===== config.mk =====
export PLATFORM = sky130hd
export DESIGN_NAME = tl45_prefetch
export DESIGN_NICKNAME = d
export VERILOG_FILES = /design/src/rtl/tl45_pkg.sv /design/src/rtl/tl45_skid_buf.sv /design/src/rtl/tl45_prefetch.sv
export SDC_FILE = /design/constraint.sdc
export NUM_CORES = 1
export LEC_CHECK = 0
export ABC_AREA = 0
export BUFFER_PORTS_ARGS = -buffer_cell sky130_fd_sc_hd__buf_2
export CAP_MARGIN = 20
export CORE_MARGIN = 10
export CORE_UTILIZATION = 55
export CTS_CLUSTER_SIZE = 28
export DETAILED_ROUTE_END_ITERATION = 8
export PLACE_DENSITY = 0.8
export REMOVE_ABC_BUFFERS = 1
export SLEW_MARGIN = 20
export SYNTH_ARGS = -nofsm -noshare
export SYNTH_HDL_FRONTEND = slang
export SYNTH_SLANG_ARGS = --single-unit

===== constraint.sdc =====
create_clock -name i_clk -period 2.68 [get_ports i_clk]
set_input_delay 0.804 -clock i_clk [delete_from_list [all_inputs] [get_ports i_clk]]
set_output_delay 0.804 -clock i_clk [all_outputs]
set_load 0.05 [all_outputs]

===== src/rtl/tl45_pkg.sv =====
// Shared TL45 pipeline definitions: fetch FSM states, the NOP bubble encoding
// and PC arithmetic helpers reused by decode and later stages.
package tl45_pkg;

  typedef enum logic [1:0] {
    S_ISSUE = 2'd0,
    S_WAIT  = 2'd1,
    S_HOLD  = 2'd2,
    S_HALT  = 2'd3
  } fetch_state_e;

  localparam logic [31:0] NOP_INST = 32'h0000_0000;
  localparam logic [31:0] PC_STEP  = 32'd4;

  function automatic logic pc_misaligned(input logic [31:0] pc);
    return pc[1:0] != 2'b00;
  endfunction

endpackage


===== src/rtl/tl45_skid_buf.sv =====
// One-entry pc+instruction holding register used when an ack lands while the
// pipeline is stalled; clear takes priority over load.
module tl45_skid_buf
  import tl45_pkg::*;
(
  input  logic        i_clk,
  input  logic        i_reset_n,
  input  logic        i_load,
  input  logic        i_clear,
  input  logic [31:0] i_pc,
  input  logic [31:0] i_inst,
  output logic        o_valid,
  output logic [31:0] o_pc,
  output logic [31:0] o_inst
);

  logic        valid_q, valid_d;
  logic [31:0] pc_q, pc_d;
  logic [31:0] inst_q, inst_d;

  always_comb begin
    valid_d = valid_q;
    pc_d    = pc_q;
    inst_d  = inst_q;
    if (i_clear) begin
      valid_d = 1'b0;
      pc_d    = NOP_INST;
      inst_d  = NOP_INST;
    end else if (i_load) begin
      valid_d = 1'b1;
      pc_d    = i_pc;
      inst_d  = i_inst;
    end
  end

  always_ff @(posedge i_clk or negedge i_reset_n) begin
    if (!i_reset_n) begin
      valid_q <= 1'b0;
      pc_q    <= NOP_INST;
      inst_q  <= NOP_INST;
    end else begin
      valid_q <= valid_d;
      pc_q    <= pc_d;
      inst_q  <= inst_d;
    end
  end

  assign o_valid = valid_q;
  assign o_pc    = pc_q;
  assign o_inst  = inst_q;

endmodule


===== src/rtl/tl45_prefetch.sv =====
// TL45 instruction fetch: single-outstanding pipelined Wishbone reads feeding
// the decode buffer, with stall skid, flush/redirect abort and sticky fault halt.
module tl45_prefetch
  import tl45_pkg::*;
#(
  parameter logic [31:0] RESET_PC = 32'h0000_0000,
  parameter int unsigned AW       = 30
) (
  input  logic          i_clk,
  input  logic          i_reset_n,
  input  logic          i_pipe_stall,
  input  logic          i_pipe_flush,
  input  logic          i_new_pc,
  input  logic [31:0]   i_new_pc_addr,
  output logic          o_wb_cyc,
  output logic          o_wb_stb,
  output logic          o_wb_we,
  output logic [AW-1:0] o_wb_addr,
  output logic [3:0]    o_wb_sel,
  input  logic          i_wb_stall,
  input  logic          i_wb_ack,
  input  logic          i_wb_err,
  input  logic [31:0]   i_wb_data,
  output logic [31:0]   o_buf_pc,
  output logic [31:0]   o_buf_inst,
  output logic          o_fetch_err
);

  fetch_state_e state_q, state_d;
  logic [31:0]  fetch_pc_q, fetch_pc_d;
  logic         cyc_q, cyc_d;
  logic         stb_q, stb_d;
  logic         err_q, err_d;
  logic [31:0]  buf_pc_q, buf_pc_d;
  logic [31:0]  buf_inst_q, buf_inst_d;

  logic         skid_load, skid_clear, skid_valid;
  logic [31:0]  skid_pc, skid_inst;
  logic         redirect;

  tl45_skid_buf u_skid (
    .i_clk     (i_clk),
    .i_reset_n (i_reset_n),
    .i_load    (skid_load),
    .i_clear   (skid_clear),
    .i_pc      (fetch_pc_q),
    .i_inst    (i_wb_data),
    .o_valid   (skid_valid),
    .o_pc      (skid_pc),
    .o_inst    (skid_inst)
  );

  assign redirect = i_pipe_flush | i_new_pc;

  always_comb begin
    state_d    = state_q;
    fetch_pc_d = fetch_pc_q;
    cyc_d      = cyc_q;
    stb_d      = stb_q;
    err_d      = err_q;
    buf_pc_d   = buf_pc_q;
    buf_inst_d = buf_inst_q;
    skid_load  = 1'b0;
    skid_clear = 1'b0;

    if (state_q == S_HALT) begin
      cyc_d      = 1'b0;
      stb_d      = 1'b0;
      buf_pc_d   = NOP_INST;
      buf_inst_d = NOP_INST;
    end else if (redirect) begin
      // Drop cyc for one cycle so the slave sees the abort before re-issuing.
      cyc_d      = 1'b0;
      stb_d      = 1'b0;
      buf_pc_d   = NOP_INST;
      buf_inst_d = NOP_INST;
      skid_clear = 1'b1;
      state_d    = S_ISSUE;
      if (i_new_pc) begin
        fetch_pc_d = i_new_pc_addr;
        if (pc_misaligned(i_new_pc_addr)) begin
          err_d   = 1'b1;
          state_d = S_HALT;
        end
      end else if (skid_valid) begin
        fetch_pc_d = skid_pc;
      end
    end else if (i_wb_err && cyc_q && (state_q == S_ISSUE || state_q == S_WAIT)) begin
      err_d      = 1'b1;
      state_d    = S_HALT;
      cyc_d      = 1'b0;
      stb_d      = 1'b0;
      buf_pc_d   = NOP_INST;
      buf_inst_d = NOP_INST;
    end else begin
      case (state_q)
        S_ISSUE: begin
          cyc_d = 1'b1;
          stb_d = 1'b1;
          if (stb_q && !i_wb_stall) begin
            state_d = S_WAIT;
            stb_d   = 1'b0;
          end
          if (!i_pipe_stall) begin
            buf_pc_d   = NOP_INST;
            buf_inst_d = NOP_INST;
          end
        end
        S_WAIT: begin
          cyc_d = 1'b1;
          stb_d = 1'b0;
          if (i_wb_ack) begin
            fetch_pc_d = fetch_pc_q + PC_STEP;
            if (!i_pipe_stall) begin
              buf_pc_d   = fetch_pc_q;
              buf_inst_d = i_wb_data;
              state_d    = S_ISSUE;
              stb_d      = 1'b1;
            end else begin
              skid_load = 1'b1;
              state_d   = S_HOLD;
              cyc_d     = 1'b0;
            end
          end else if (!i_pipe_stall) begin
            buf_pc_d   = NOP_INST;
            buf_inst_d = NOP_INST;
          end
        end
        S_HOLD: begin
          cyc_d = 1'b0;
          stb_d = 1'b0;
          if (!i_pipe_stall) begin
            buf_pc_d   = skid_pc;
            buf_inst_d = skid_inst;
            skid_clear = 1'b1;
            state_d    = S_ISSUE;
            cyc_d      = 1'b1;
            stb_d      = 1'b1;
          end
        end
        default: begin
          cyc_d = 1'b0;
          stb_d = 1'b0;
        end
      endcase
    end
  end

  always_ff @(posedge i_clk or negedge i_reset_n) begin
    if (!i_reset_n) begin
      state_q    <= S_ISSUE;
      fetch_pc_q <= RESET_PC;
      cyc_q      <= 1'b0;
      stb_q      <= 1'b0;
      err_q      <= 1'b0;
      buf_pc_q   <= NOP_INST;
      buf_inst_q <= NOP_INST;
    end else begin
      state_q    <= state_d;
      fetch_pc_q <= fetch_pc_d;
      cyc_q      <= cyc_d;
      stb_q      <= stb_d;
      err_q      <= err_d;
      buf_pc_q   <= buf_pc_d;
      buf_inst_q <= buf_inst_d;
    end
  end

  assign o_wb_cyc    = cyc_q;
  assign o_wb_stb    = stb_q;
  assign o_wb_we     = 1'b0;
  assign o_wb_sel    = 4'hF;
  assign o_wb_addr   = fetch_pc_q[AW+1:2];
  assign o_buf_pc    = buf_pc_q;
  assign o_buf_inst  = buf_inst_q;
  assign o_fetch_err = err_q;

endmodule


=== After elaboration in Yosys (flattened, before gate mapping) ===
Cells that the tools add are included.

* Add/subtract/negate cells: 1
* Multipliers: 0
* Div/mod/pow operators: 0
* Order comparisons: 0
* Eq/ne operators: 12
* Shifts and indexed selects: 0
* Multiplexer cells: 63
* Bitwise gates (word level): 2
* Reductions and logical operators: 17

{| class="wikitable"
|+ Operators with widths
! cell !! count
|-
| 2-to-1 mux 32 bit || 24
|-
| one-hot mux 32 bit (3 select lines) || 2
|-
| adder 32 x 3 -> 32 bit (second input constant) || 1
|-
| 2-to-1 mux 1 bit || 26
|-
| 2-to-1 mux 2 bit || 8
|-
| AND reduction 5 bit || 2
|-
| nonzero test 2 bit || 5
|-
| inequality test 6 x 5 -> 1 bit (second input constant) || 1
|-
| one-hot mux 1 bit (3 select lines) || 2
|-
| one-hot mux 2 bit (3 select lines) || 1
|-
| nonzero test 6 bit || 1
|-
| inequality test 5 bit (second input constant) || 1
|-
| nonzero test 5 bit || 1
|-
| equality test 2 bit (second input constant) || 2
|-
| inequality test 2 bit (second input constant) || 2
|-
| inequality test 4 x 2 -> 1 bit (second input constant) || 1
|-
| inequality test 4 x 3 -> 1 bit (second input constant) || 1
|-
| inequality test 4 bit (second input constant) || 1
|-
| AND reduction 4 bit || 1
|-
| logical AND 1 bit || 3
|-
| inequality test 3 x 2 -> 1 bit (second input constant) || 1
|-
| AND reduction 3 bit || 1
|-
| equality test 2 x 1 -> 1 bit (second input constant) || 1
|-
| logical NOT 2 bit || 1
|-
| 5 further kinds || 5
|}

* Bits in registers: 166
* Latch bits: 0
* Bits in writable memories: 0
* Bits in read-only memories: 0
* Output and inout bits: 102
* Logic and storage cells: 105
* Memories: 0

=== Logic depth before layout (Yosys ltp) ===
* Word-level depth: 8
* Depth in mapped cells: 9
* Depth with buffers taken out: 7

=== By module ===
Synthesis repeated with hierarchy kept, for this count alone.

* Cells, all modules: 811
* Area total of the unflattened synthesis: 8534.4 µm²

{| class="wikitable"
|+ Modules (own cells, without submodules)
! module !! instances !! cells each !! area each (µm²)
|-
| tl45_prefetch || 1 || 602 || 5898.2
|-
| tl45_skid_buf || 1 || 209 || 2636.3
|}

=== Worst setup path before layout ===
OpenSTA, ideal clock, no wires.

* Path kind: in2reg
* Start: in i_pipe_flush
* End: reg buf_inst_q[0], in the netlist o_buf_inst[0]
* Arrival time: 2107 ps
* Data required time: 2605 ps
* Setup slack: 498 ps
* Cell stages on the path: 7
* Cell sequence: or2_1 buf_2 or3_4 a211oi_4 nand2_4 buf_6 o2bb2ai_2

* Cells in the longest elaborated chain, start to end: 3

{| class="wikitable"
|+ Ends and longest elaborated chain
! what !! RTL line !! RTL
|-
| start, declared || tl45_prefetch.sv:12 || <nowiki>input logic i_pipe_flush,</nowiki>
|-
| OR 1 bit (*) || tl45_prefetch.sv:53 || <nowiki>assign redirect = i_pipe_flush | i_new_pc;</nowiki>
|-
| inequality test 6 x 5 -> 1 bit (no line) (tied with other cells) || -- ||
|-
| AND reduction 3 bit (no line) or 2-to-1 mux 32 bit (tied branches) || -- ||
|-
| end signal, assigned || tl45_prefetch.sv:165 || <nowiki>buf_inst_q <= buf_inst_d;</nowiki>
|-
| end, declared || tl45_prefetch.sv:35 || <nowiki>logic [31:0] buf_inst_q, buf_inst_d;</nowiki>
|}

Mark *: on every way between the ends. The rest lies on a longest branch, timed or not.
A chain may end at the register's enable or synchronous reset.

=== Worst setup path after layout ===
* Start: reg state_q[0]
* End: reg buf_pc_q[9], in the netlist o_buf_pc[9]

* Cells in the longest elaborated chain, start to end: 6

{| class="wikitable"
|+ Ends and longest elaborated chain
! what !! RTL line !! RTL
|-
| start, declared || tl45_prefetch.sv:29 || <nowiki>fetch_state_e state_q, state_d;</nowiki>
|-
| start signal, assigned || tl45_prefetch.sv:159 || <nowiki>state_q <= state_d;</nowiki>
|-
| branches (longest 6 deep; another with one-hot mux 32 bit (3 select lines)) || -- ||
|-
| end signal, assigned || tl45_prefetch.sv:164 || <nowiki>buf_pc_q <= buf_pc_d;</nowiki>
|-
| end, declared || tl45_prefetch.sv:34 || <nowiki>logic [31:0] buf_pc_q, buf_pc_d;</nowiki>
|}

Several ways; the timed one is not identified.

==> results.yml <==
outcome:
  outcome: "finished, final reports clean"
grt:
  grt-ovfl-total: 0
  grt_usage_pct: 22.75
  grt_start_max_net_pins: 66
  antenna_found_initial: 2
  grt_pass1_wl_um: 37610
  first_global_vias: 6933
cells_and_area:
  antennaDiodeCount: 0
  design.final.nets: 926
  syn_to_final_growth_pct: 16.06
  drive_gt1_share_pct: 35.31
  fill_cells: 1230
  multi_input_area_mm2: 0.003714
  ff_latch_area_mm2: 0.004154
clock_network:
  htree_levels: 4
  postCtsResizedCells: 0
  clockBufferDepth: 2
  hold_buffers: 0
  cts_setup_buffers: 0
  cts.sink_count: 166
  ctsRootBufferMaster: "clkbuf_16"
  insertion_delay_ns: 0.43
  path_clk_slew_ns: 0.06
  cts_tree: "yes"
  cts_made_buffers: 17
sta:
  fin_skew_ns: 0.01085
  relSlewSlack_pct: 23.74
  hold_slack_ns: 0.3629
  rsz0062_at_grt: "no"
  finalHoldViolCount: 0
  setup_viol: 0
  tns_ns: 0
  slew_viol_final: 0
  fmax_ghz: 0.4117
  fin_crit_sh_pct: 90.63
  tightest_slew_ns: 1.139
  min_period_ns: 2.429
routing:
  drtIter0Drc: 582
  first_pass_iters: 5
  totalWireLength_um: 23380
  detail-route-antenna-nets: 0
  avgRoutedWirePerCell_um: 22.35
  vias_per_cell: 6.487
  drc: 0
  vias: 6785
logic_synthesis:
  avgSynthCellArea_um2: 11.62
  synth-seq-cells: 166
  synth_cells: 729
  synth-edff-count: 0
  ys_top_cells_by_area: "dfrtp_1 49%, o2bb2ai_2 11%, a22o_1 7.5%"
  ys_warn_count: 0
  synth_top_cell_area_share_pct: 49.05
  yosys.area.top_type: "dfrtp_1"
  synthFlopType: "dfrtp_1"
  yosysMostFrequentCell: "dfrtp_1"
  synth_common_cells: "166 x dfrtp_1, 80 x a22oi_1, 73 x a22o_1"
  synth_area_mm2: 0.008469
  async_reset_ff_share_pct: 100.0
  seq_area_frac_synth_pct: 49.05
  synth_cell_type_count: 58
critical_path:
  critical_path_class: "register to register"
  cp_cell_sequence: "inv_1 -> ha_1 -> o211a_2 -> or3_4 -> a211oi_4 -> nand2_4 -> buf_12 -> o2bb2ai_1"
  reg2regPathDepth: 8
  end_kind: "register"
  cp_max_fo: 53
  r2r_end: "o_buf_pc[9]"
  cp-start-kind: "register"
  crit_arrival_ns: 2.78
  crit_required_ns: 3.03
  crit_path_top_delay_cell: "dfrtp_1"
  worst_path_largest_cell_delay_ns: 0.44
  critical_path.startpoint: "state_q[0]"
  r2r-start: "state_q[0]"
  r2r_slack_ns: 0.25
power_and_ir_drop:
  powerDensity_mw_per_mm2: 893.6
  comb_power_share_pct: 36.8
  power.share.clock_pct: 26.1
  swShare_pct: 43.24
  ir_drop_mv: 0.5432
  leakagePower_uw: 0.004528
  switching_power_uw: 3798
  p_total_uw: 8783
  p_int_uw: 4985
  p_seq_share_pct: 37.2
min_path:
  hold_class: "primary input to asynchronous set/reset pin"
floorplanning:
  initial_core_util_pct: 55.92
  ios: 174
  die_x_um: 144.1
  die_height_um: 144.1
  dieArea_mm2: 0.02076
  rows: 45
  core_mm2: 0.01515
place:
  dp_hpwl_um: 15440
  port_buffers: 168
  place_congestion: 0.8473
job:
  cap_viol_max_count: 0
[worst max path at each step]
| stage | endpoint | slack, ns |
|---|---|---|
| 2_1_floorplan | o_buf_inst[31] | -3.48 |
| 3_3_place_gp | fetch_pc_q[26] | 0.24 |
| 3_5_place_dp | fetch_pc_q[16] | 0.24 |
| 4_1_cts | o_buf_pc[9] | 0.30 |
| 5_1_grt | o_buf_pc[31] | 0.17 |
| 6_report | o_buf_pc[9] | 0.25 |
[state kept, by name (all words and copies together) (netlist names)]
register / flops
o_wb_stb: 1
u_skid.o_pc: 32
o_fetch_err: 1
fetch_pc_q: 32
o_wb_cyc: 1
u_skid.o_inst: 32
u_skid.o_valid: 1
o_buf_pc: 32
o_buf_inst: 32
state_q: 2
[metal layers]
layer / wire length, um / track usage [%] / vias to the layer above
li1: - / - / 3044
met1: 10100 / 30.38 / 3416
met2: 10720 / 34.30 / 287
met3: 2174 / 7.347 / 34
met4: 352 / 7.254 / 4
met5: 32 / 0 / -
[cell type report]
| class | count | area share [%] |
|---|---|---|
| tap | 188 | 2.393 |
| clock buffer | 22 | 4.723 |
| sequential | 166 | 42.26 |
| multi-input combinational | 458 | 37.78 |
| clock inverter | 8 | 0.7765 |
| timing repair buffer | 199 | 11.88 |
| inverter | 5 | 0.1909 |
[cells by family after synthesis]
group,count (synthesis),synth area share [%]
AO/OA/AOI/OAI,332,34.89
adder cells (fa/ha/maj),7,1.034
buffers and inverters,108,7.608
multiplexers,5,0.6352
other,2,0.08867
AND/OR/NAND/NOR,109,6.692
flip-flops,166,49.05
[worst max-delay path, delay by kind of cell, from the launching register on]
kind	cells	cell delay (ns)
adder cells (fa/ha/maj)	1	0.27
flip-flops	1	0.44
buffers and inverters	2	0.33
AND/OR/NAND/NOR	2	0.51
AO/OA/AOI/OAI	3	0.72
[power groups by stage]
| stage | Combinational (uW) | Sequential, uW | Clock, uW |
|---|---|---|---|
| 3_3_place_gp | 3190 | 3280 | 0 |
| 3_5_place_dp | 3230 | 3300 | 0 |
| 2_1_floorplan | 1360 | 3950 | 0 |
| 6_report | 3230 | 3260 | 2290 |
| 4_1_cts | 3240 | 3250 | 2320 |
| 5_1_grt | 3450 | 3330 | 2420 |
[stage by stage]
step / setup slack (ns) / utilization, % / area (um^2) / std cells
finish: 0.2511 / 64.90 / 9829 / 1046
global route: 0.1744 / 64.90 / 9829 / 1046
CTS: 0.3044 / 64.90 / 9829 / 1046
detailed placement: 0.2355 / 61.33 / 9289 / 1016
global placement: 0.2359 / 61.33 / 9289 / 1016
floorplan: -3.477 / - / 7855 / 629
[cells in the final DEF (no fill, tap or decap), drive strengths merged, types with 6 or more instances in the layout]
master | netlist | final
a22oi | 80 | 80
nand2 | 18 | 18
nand4 | 8 | 8
inv | 5 | 6
o2bb2ai | 66 | 66
nand3 | 10 | 10
nor3 | 10 | 10
nor2b | 7 | 7
a21oi | 19 | 19
nor2 | 30 | 30
and3 | 9 | 9
a22o | 73 | 73
o21ai | 40 | 40
clkbuf | 40 | 22
a21o | 6 | 6
o31ai | 7 | 7
dfrtp | 166 | 166
buf | 63 | 199
ha | 7 | 7
(Power assumes the default switching activity.)
